==> config.mk <==
export PLATFORM = sky130hd
export DESIGN_NAME = panda_serial_comparator
export DESIGN_NICKNAME = d
export VERILOG_FILES = /design/src/rtl/panda_pkg.sv /design/src/rtl/panda_chunk_compare.sv /design/src/rtl/panda_serial_comparator.sv
export SDC_FILE = /design/constraint.sdc
export NUM_CORES = 1
export LEC_CHECK = 0
export ABC_AREA = 1
export ABC_CLOCK_PERIOD_IN_PS = 2200
export CAP_MARGIN = 0
export CORE_AREA = 10 10 99 101
export DETAILED_ROUTE_END_ITERATION = 16
export DIE_AREA = 0 0 109 111
export PLACE_DENSITY = 0.83
export SLEW_MARGIN = 10
export SYNTH_ARGS = -nofsm -noshare
export SYNTH_HDL_FRONTEND = slang
export SYNTH_HIERARCHICAL = 1
export SYNTH_SLANG_ARGS = --single-unit
==> constraint.sdc <==
create_clock -name clk_i -period 2.2 [get_ports clk_i]
set_input_delay 0.22 -clock clk_i [delete_from_list [all_inputs] [get_ports clk_i]]
set_output_delay 0.22 -clock clk_i [all_outputs]
set_load 0.01 [all_outputs]
==> src/rtl/panda_pkg.sv <==
// Shared types for the Panda serial comparator.
// Holds the compare-op enum, FSM states and the result decode.
package panda_pkg;

    typedef enum logic [2:0] {
        CMP_EQ  = 3'd0,
        CMP_NE  = 3'd1,
        CMP_LT  = 3'd2,
        CMP_GE  = 3'd3,
        CMP_LTU = 3'd4,
        CMP_GEU = 3'd5
    } cmp_op_e;

    typedef enum logic [1:0] {
        ST_IDLE = 2'd0,
        ST_CMP  = 2'd1,
        ST_DONE = 2'd2
    } cmp_state_e;

    function automatic logic cmp_is_signed(cmp_op_e op);
        return (op == CMP_LT) || (op == CMP_GE);
    endfunction

    function automatic logic cmp_result(
        cmp_op_e op,
        logic    eq,
        logic    less
    );
        logic r;
        case (op)
            CMP_EQ:           r = eq;
            CMP_NE:           r = !eq;
            CMP_LT, CMP_LTU:  r = less;
            CMP_GE, CMP_GEU:  r = !less;
            default:          r = 1'b0;
        endcase
        return r;
    endfunction

endpackage

==> src/rtl/panda_chunk_compare.sv <==
// Combinational compare of one operand chunk.
// Ports: a_i/b_i chunk bits, signed_i flips MSBs, eq_o/lt_o results.
module panda_chunk_compare #(
    parameter int ChunkWidth = 8
) (
    input  logic [ChunkWidth-1:0] a_i,
    input  logic [ChunkWidth-1:0] b_i,
    input  logic                  signed_i,
    output logic                  eq_o,
    output logic                  lt_o
);

    logic [ChunkWidth-1:0] msb_mask;
    logic [ChunkWidth-1:0] a_x;
    logic [ChunkWidth-1:0] b_x;

    // Flipping the sign bits maps two's complement onto unsigned order.
    always_comb begin
        msb_mask = '0;
        msb_mask[ChunkWidth-1] = signed_i;
    end

    assign a_x  = a_i ^ msb_mask;
    assign b_x  = b_i ^ msb_mask;
    assign eq_o = (a_i == b_i);
    assign lt_o = (a_x < b_x);

endmodule

==> src/rtl/panda_serial_comparator.sv <==
// Chunk-serial RV32I compare unit, MSB chunk first, early exit.
// Ports: valid/ready in, operands+op, kill, valid/ready out, flags.
module panda_serial_comparator
    import panda_pkg::*;
#(
    parameter int Width      = 32,
    parameter int ChunkWidth = 8
) (
    input  logic             clk_i,
    input  logic             rst_ni,
    input  logic             valid_i,
    output logic             ready_o,
    input  logic [Width-1:0] operand_a_i,
    input  logic [Width-1:0] operand_b_i,
    input  cmp_op_e          op_i,
    input  logic             kill_i,
    output logic             valid_o,
    input  logic             ready_i,
    output logic             result_o,
    output logic             is_equal_o,
    output logic             is_less_o
);

    localparam int NumChunks = Width / ChunkWidth;
    localparam int IdxW  = (NumChunks > 1) ? $clog2(NumChunks) : 1;
    localparam int BaseW = (Width > 1) ? $clog2(Width) : 1;
    localparam logic [IdxW-1:0] TopIdx = IdxW'(NumChunks - 1);

    cmp_state_e state_q, state_d;

    logic [Width-1:0] a_q, a_d;
    logic [Width-1:0] b_q, b_d;
    cmp_op_e          op_q, op_d;
    logic [IdxW-1:0]  idx_q, idx_d;

    logic ready_q, ready_d;
    logic valid_q, valid_d;
    logic res_q, res_d;
    logic eq_q, eq_d;
    logic less_q, less_d;

    logic                  accept;
    logic                  scan_end;
    logic [BaseW-1:0]      base;
    logic [ChunkWidth-1:0] chunk_a;
    logic [ChunkWidth-1:0] chunk_b;
    logic                  chunk_signed;
    logic                  chunk_eq;
    logic                  chunk_lt;

    assign base    = BaseW'(32'(idx_q) * 32'(ChunkWidth));
    assign chunk_a = a_q[base +: ChunkWidth];
    assign chunk_b = b_q[base +: ChunkWidth];

    // Only the top chunk carries the sign.
    assign chunk_signed = (idx_q == TopIdx) && cmp_is_signed(op_q);

    panda_chunk_compare #(
        .ChunkWidth (ChunkWidth)
    ) u_chunk (
        .a_i      (chunk_a),
        .b_i      (chunk_b),
        .signed_i (chunk_signed),
        .eq_o     (chunk_eq),
        .lt_o     (chunk_lt)
    );

    // ready_q is the registered image of "state is IDLE", held low in reset.
    assign accept   = (state_q == ST_IDLE) && ready_q
                    && valid_i && !kill_i;
    assign scan_end = !chunk_eq || (idx_q == '0);

    always_ff @(posedge clk_i) begin
        if (!rst_ni) begin
            state_q <= ST_IDLE;
        end else begin
            state_q <= state_d;
        end
    end

    always_comb begin
        state_d = state_q;
        case (state_q)
            ST_IDLE: begin
                if (accept) state_d = ST_CMP;
            end
            ST_CMP: begin
                if (kill_i)        state_d = ST_IDLE;
                else if (scan_end) state_d = ST_DONE;
            end
            ST_DONE: begin
                if (kill_i || ready_i) state_d = ST_IDLE;
            end
            default: state_d = ST_IDLE;
        endcase
    end

    always_comb begin
        a_d    = a_q;
        b_d    = b_q;
        op_d   = op_q;
        idx_d  = idx_q;
        res_d  = res_q;
        eq_d   = eq_q;
        less_d = less_q;
        if (accept) begin
            a_d   = operand_a_i;
            b_d   = operand_b_i;
            op_d  = op_i;
            idx_d = TopIdx;
        end else if (state_q == ST_CMP && !kill_i) begin
            if (scan_end) begin
                eq_d   = chunk_eq;
                less_d = !chunk_eq && chunk_lt;
                res_d  = cmp_result(op_q, chunk_eq,
                                    !chunk_eq && chunk_lt);
            end else begin
                idx_d = idx_q - IdxW'(1);
            end
        end
        ready_d = (state_d == ST_IDLE);
        valid_d = (state_d == ST_DONE);
    end

    always_ff @(posedge clk_i) begin
        if (!rst_ni) begin
            a_q     <= '0;
            b_q     <= '0;
            op_q    <= CMP_EQ;
            idx_q   <= '0;
            ready_q <= 1'b0;
            valid_q <= 1'b0;
            res_q   <= 1'b0;
            eq_q    <= 1'b0;
            less_q  <= 1'b0;
        end else begin
            a_q     <= a_d;
            b_q     <= b_d;
            op_q    <= op_d;
            idx_q   <= idx_d;
            ready_q <= ready_d;
            valid_q <= valid_d;
            res_q   <= res_d;
            eq_q    <= eq_d;
            less_q  <= less_d;
        end
    end

    assign ready_o    = ready_q;
    assign valid_o    = valid_q;
    assign result_o   = res_q;
    assign is_equal_o = eq_q;
    assign is_less_o  = less_q;

endmodule

==> impl_metrics.toml <==
[run_status]
status = "complete, but fails checks"
violations = "setup timing"

[die]
row_count = 33
die-area_um2 = 12100
core_um2 = 7970
io_pins = 77
fp.dieH_um = 111
initial_utilization = 0.438
die_w_um = 109

[worst_setup_path]
crit_path_end_kind = "register"
crit_path_max_fanout = 5
critical_path_arrival_ns = 2.49
crit_path_cell_trace = "inv_4 > buf_6 > nor2_1 > o22ai_1 > inv_1 > ha_1 > nand2_1 > nand3b_1 > nor2_2 > inv_2 > nor2_4 > nand3_4 > nand2_2 > nand3_2 > nand2_2 > inv_2"
worst_ep_required_time_ns = 2.45
start_kind = "register"
critPathKind = "register to register"
cp_slowest_cell = "dfxtp_4"
ff2ff_setup_slack_ns = -0.04
critical_path.max_stage_delay_ns = 0.38

[timing]
setup_viol_count_final = 6
slew_violations = 0
period_needed_ns = 2.24
finalClockSkew_ns = 0.00579
finalHoldViolCount = 0
rsz0062_at_grt = "true"
clock.fmax_ghz = 0.446
slew_headroom = 0.750
fin_ws_ns = -0.0398
tightest_slew_ns = 0.373
setup_tns_ns = -0.137
fin_crit_sh = 1.02

[grt]
grt_pass1_wl_mm = 15.7
grt_max_degree = 59
overflow = 0
antenna_found_initial = 0
grt_pass1_vias = 3286
groute.usage.overall = 0.160

[drt]
routedWlPerCell_um = 14.1
drt-initial-drc-count = 286
drtPass1Iterations = 5
ant_nets = 0
routed_wl_mm = 9.67
vias = 3425
vias_per_cell = 5.00
route.detailed.drc = 0

[clock_network]
h-tree-depth = 3
numCtsBuffers = 9
tritoncts = "built"
clk_pin_slew_ns = 0.07
cts.sinks = 76
root_buffer = "clkbuf_8"
clkLatencyLatePin_ns = 0.35
cts-hold-fix-buffers = 0
clk_path_buf_depth = 2

[layout]
drive_gt1_frac = 0.126
syn2layout_area_growth_pct = 35.9
fin_area_um2 = 4750
multi_input_area_um2 = 1740
regArea_um2 = 1530
diodes = 0
fin_nets = 658
fill_cells = 706

[place]
gp_congestion = 0.975
post_dp_cell_area_um2 = 4380
dp.final_hpwl_mm = 7.30
port_buffers = 76

[min_path]
hold_class = "input port to register"

[synth]
syn_area_um2 = 3490
yosys.area.top_type = "dfxtp_1"
avgSynthCellArea_um2 = 7.10
synth_nets = 573
synthFlopType = "dfxtp_1"
synth_cell_types = 25
synth_edf_count = 0
ys_ff_latch = 76
ys_warn_count = 6
synth_area_leaders = "dfxtp_1 (44%), nor2_1 (19%), o21ai_0 (7.9%)"
syn_inst = 492
ys_seq_area_frac = 0.436
synthArstFlopShare = 0
synth_top_area_share = 0.436

[pwr]
leakage_uw = 0.00188
total_power_uw = 3100
power_density_nw_per_um2 = 653
ir_drop_uv = 383

[flow_run]
max_cap_viol_count = 0
[power by group]
group          switching, µW  internal [µW]  leakage, µW  total (µW)
Combinational            317            328      0.00117         646
Clock                    467            490    0.0000876         957
Sequential              49.8           1450     0.000622        1500
[worst max-delay path: cells and delay by family, from the launching register on]
family | cells | cell delay, ns
and+or+nand+nor | 9 | 0.93
DFF | 1 | 0.38
buffers and inverters | 5 | 0.37
adders and majority gates | 1 | 0.28
AOI/OAI and AO/OA | 1 | 0.18
[metal layers]
layer  GRT usage  share of wire  vias up
met3      0.0512          0.070       12
met5           0              0        -
met4      0.0484          0.017        0
met1       0.204           0.45     1540
met2       0.249           0.46      110
li1            -              -     1763
[cells in the final DEF (no fill, tap or decap), types with 2 or more instances in the layout]
cell type,instances
nand2_1,28
nor2_1,166
nand2_2,5
ha_1,7
o21ai_0,46
nand3_4,2
buf_6,2
inv_2,5
clkdlybuf4s50_1,75
nand3_1,6
o21ai_1,52
nand3b_1,2
o21ai_2,2
o22ai_1,15
inv_1,23
dfxtp_1,74
nor2_2,8
inv_4,2
clkbuf_8,12
buf_8,2
buf_12,5
buf_2,2
buf_4,16
a21oi_1,9
ha_4,2
[registers in the layout, indices dropped and copies added (netlist names)]
signal      flops
valid_o         1
is_equal_o      1
state_q         2
ready_o         1
a_q            32
b_q            32
is_less_o       1
result_o        1
op_q            3
idx_q           2
[cell type report]
| type | instances | share of cell area |
|---|---|---|
| inverter | 30 | 0.0248 |
| clock buffer | 13 | 0.0356 |
| timing repair buffer | 103 | 0.223 |
| multi-input combinational | 357 | 0.366 |
| tap | 105 | 0.0277 |
| clock inverter | 1 | 0.00158 |
| sequential | 76 | 0.322 |
[synthesized netlist by cell type, types with 3 or more instances]
cell,count
nand2_1,32
nor2_1,174
o21ai_0,55
nand3_1,7
inv_1,29
o22ai_1,16
dfxtp_1,76
a21oi_1,10
buf_6,12
ha_1,9
clkbuf_1,11
buf_2,3
o21ai_1,43
[final timing paths]
check                         start                     end  cells after the start
max reg2reg   idx_q[0]$_SDFFE_PN0P_   idx_q[0]$_SDFFE_PN0P_                     16
max           idx_q[0]$_SDFFE_PN0P_   idx_q[0]$_SDFFE_PN0P_                     16
min                          rst_ni    b_q[14]$_SDFFE_PN0P_                      3
min reg2reg  is_less_o$_SDFFE_PN0P_  is_less_o$_SDFFE_PN0P_                      2
[per-stage QoR]
step                      worst slack, ns  hold WS [ns]  std cells  utilization
final                             -0.0398         0.232        685        0.596
after global routing               -0.211         0.254        685        0.596
after CTS                         0.00715         0.226        676        0.575
after detailed placement           -0.148         0.465        662        0.549
after global placement             0.0116         0.458        662        0.549
after floorplan                   0.00720         0.354        492            -
[kinds of logic (layout without fill, tap and decap cells)]
kind of cell | count (synthesis) | after routing | share of synthesized area
adder cells (fa/ha/maj) | 9 | 9 | 0.0322
buffers and inverters | 59 | 147 | 0.0913
AO/OA/AOI/OAI | 127 | 127 | 0.191
AND/OR/NAND/NOR | 221 | 221 | 0.250
flip-flops | 76 | 76 | 0.436
[timing repair]
action	CTS	global route
setup endpoints to repair	9	9
gates resized for setup	11	32
cloned	0	2
buffers inserted	0	7
pin swaps	0	11
Power figures use the tool's default switching activity.
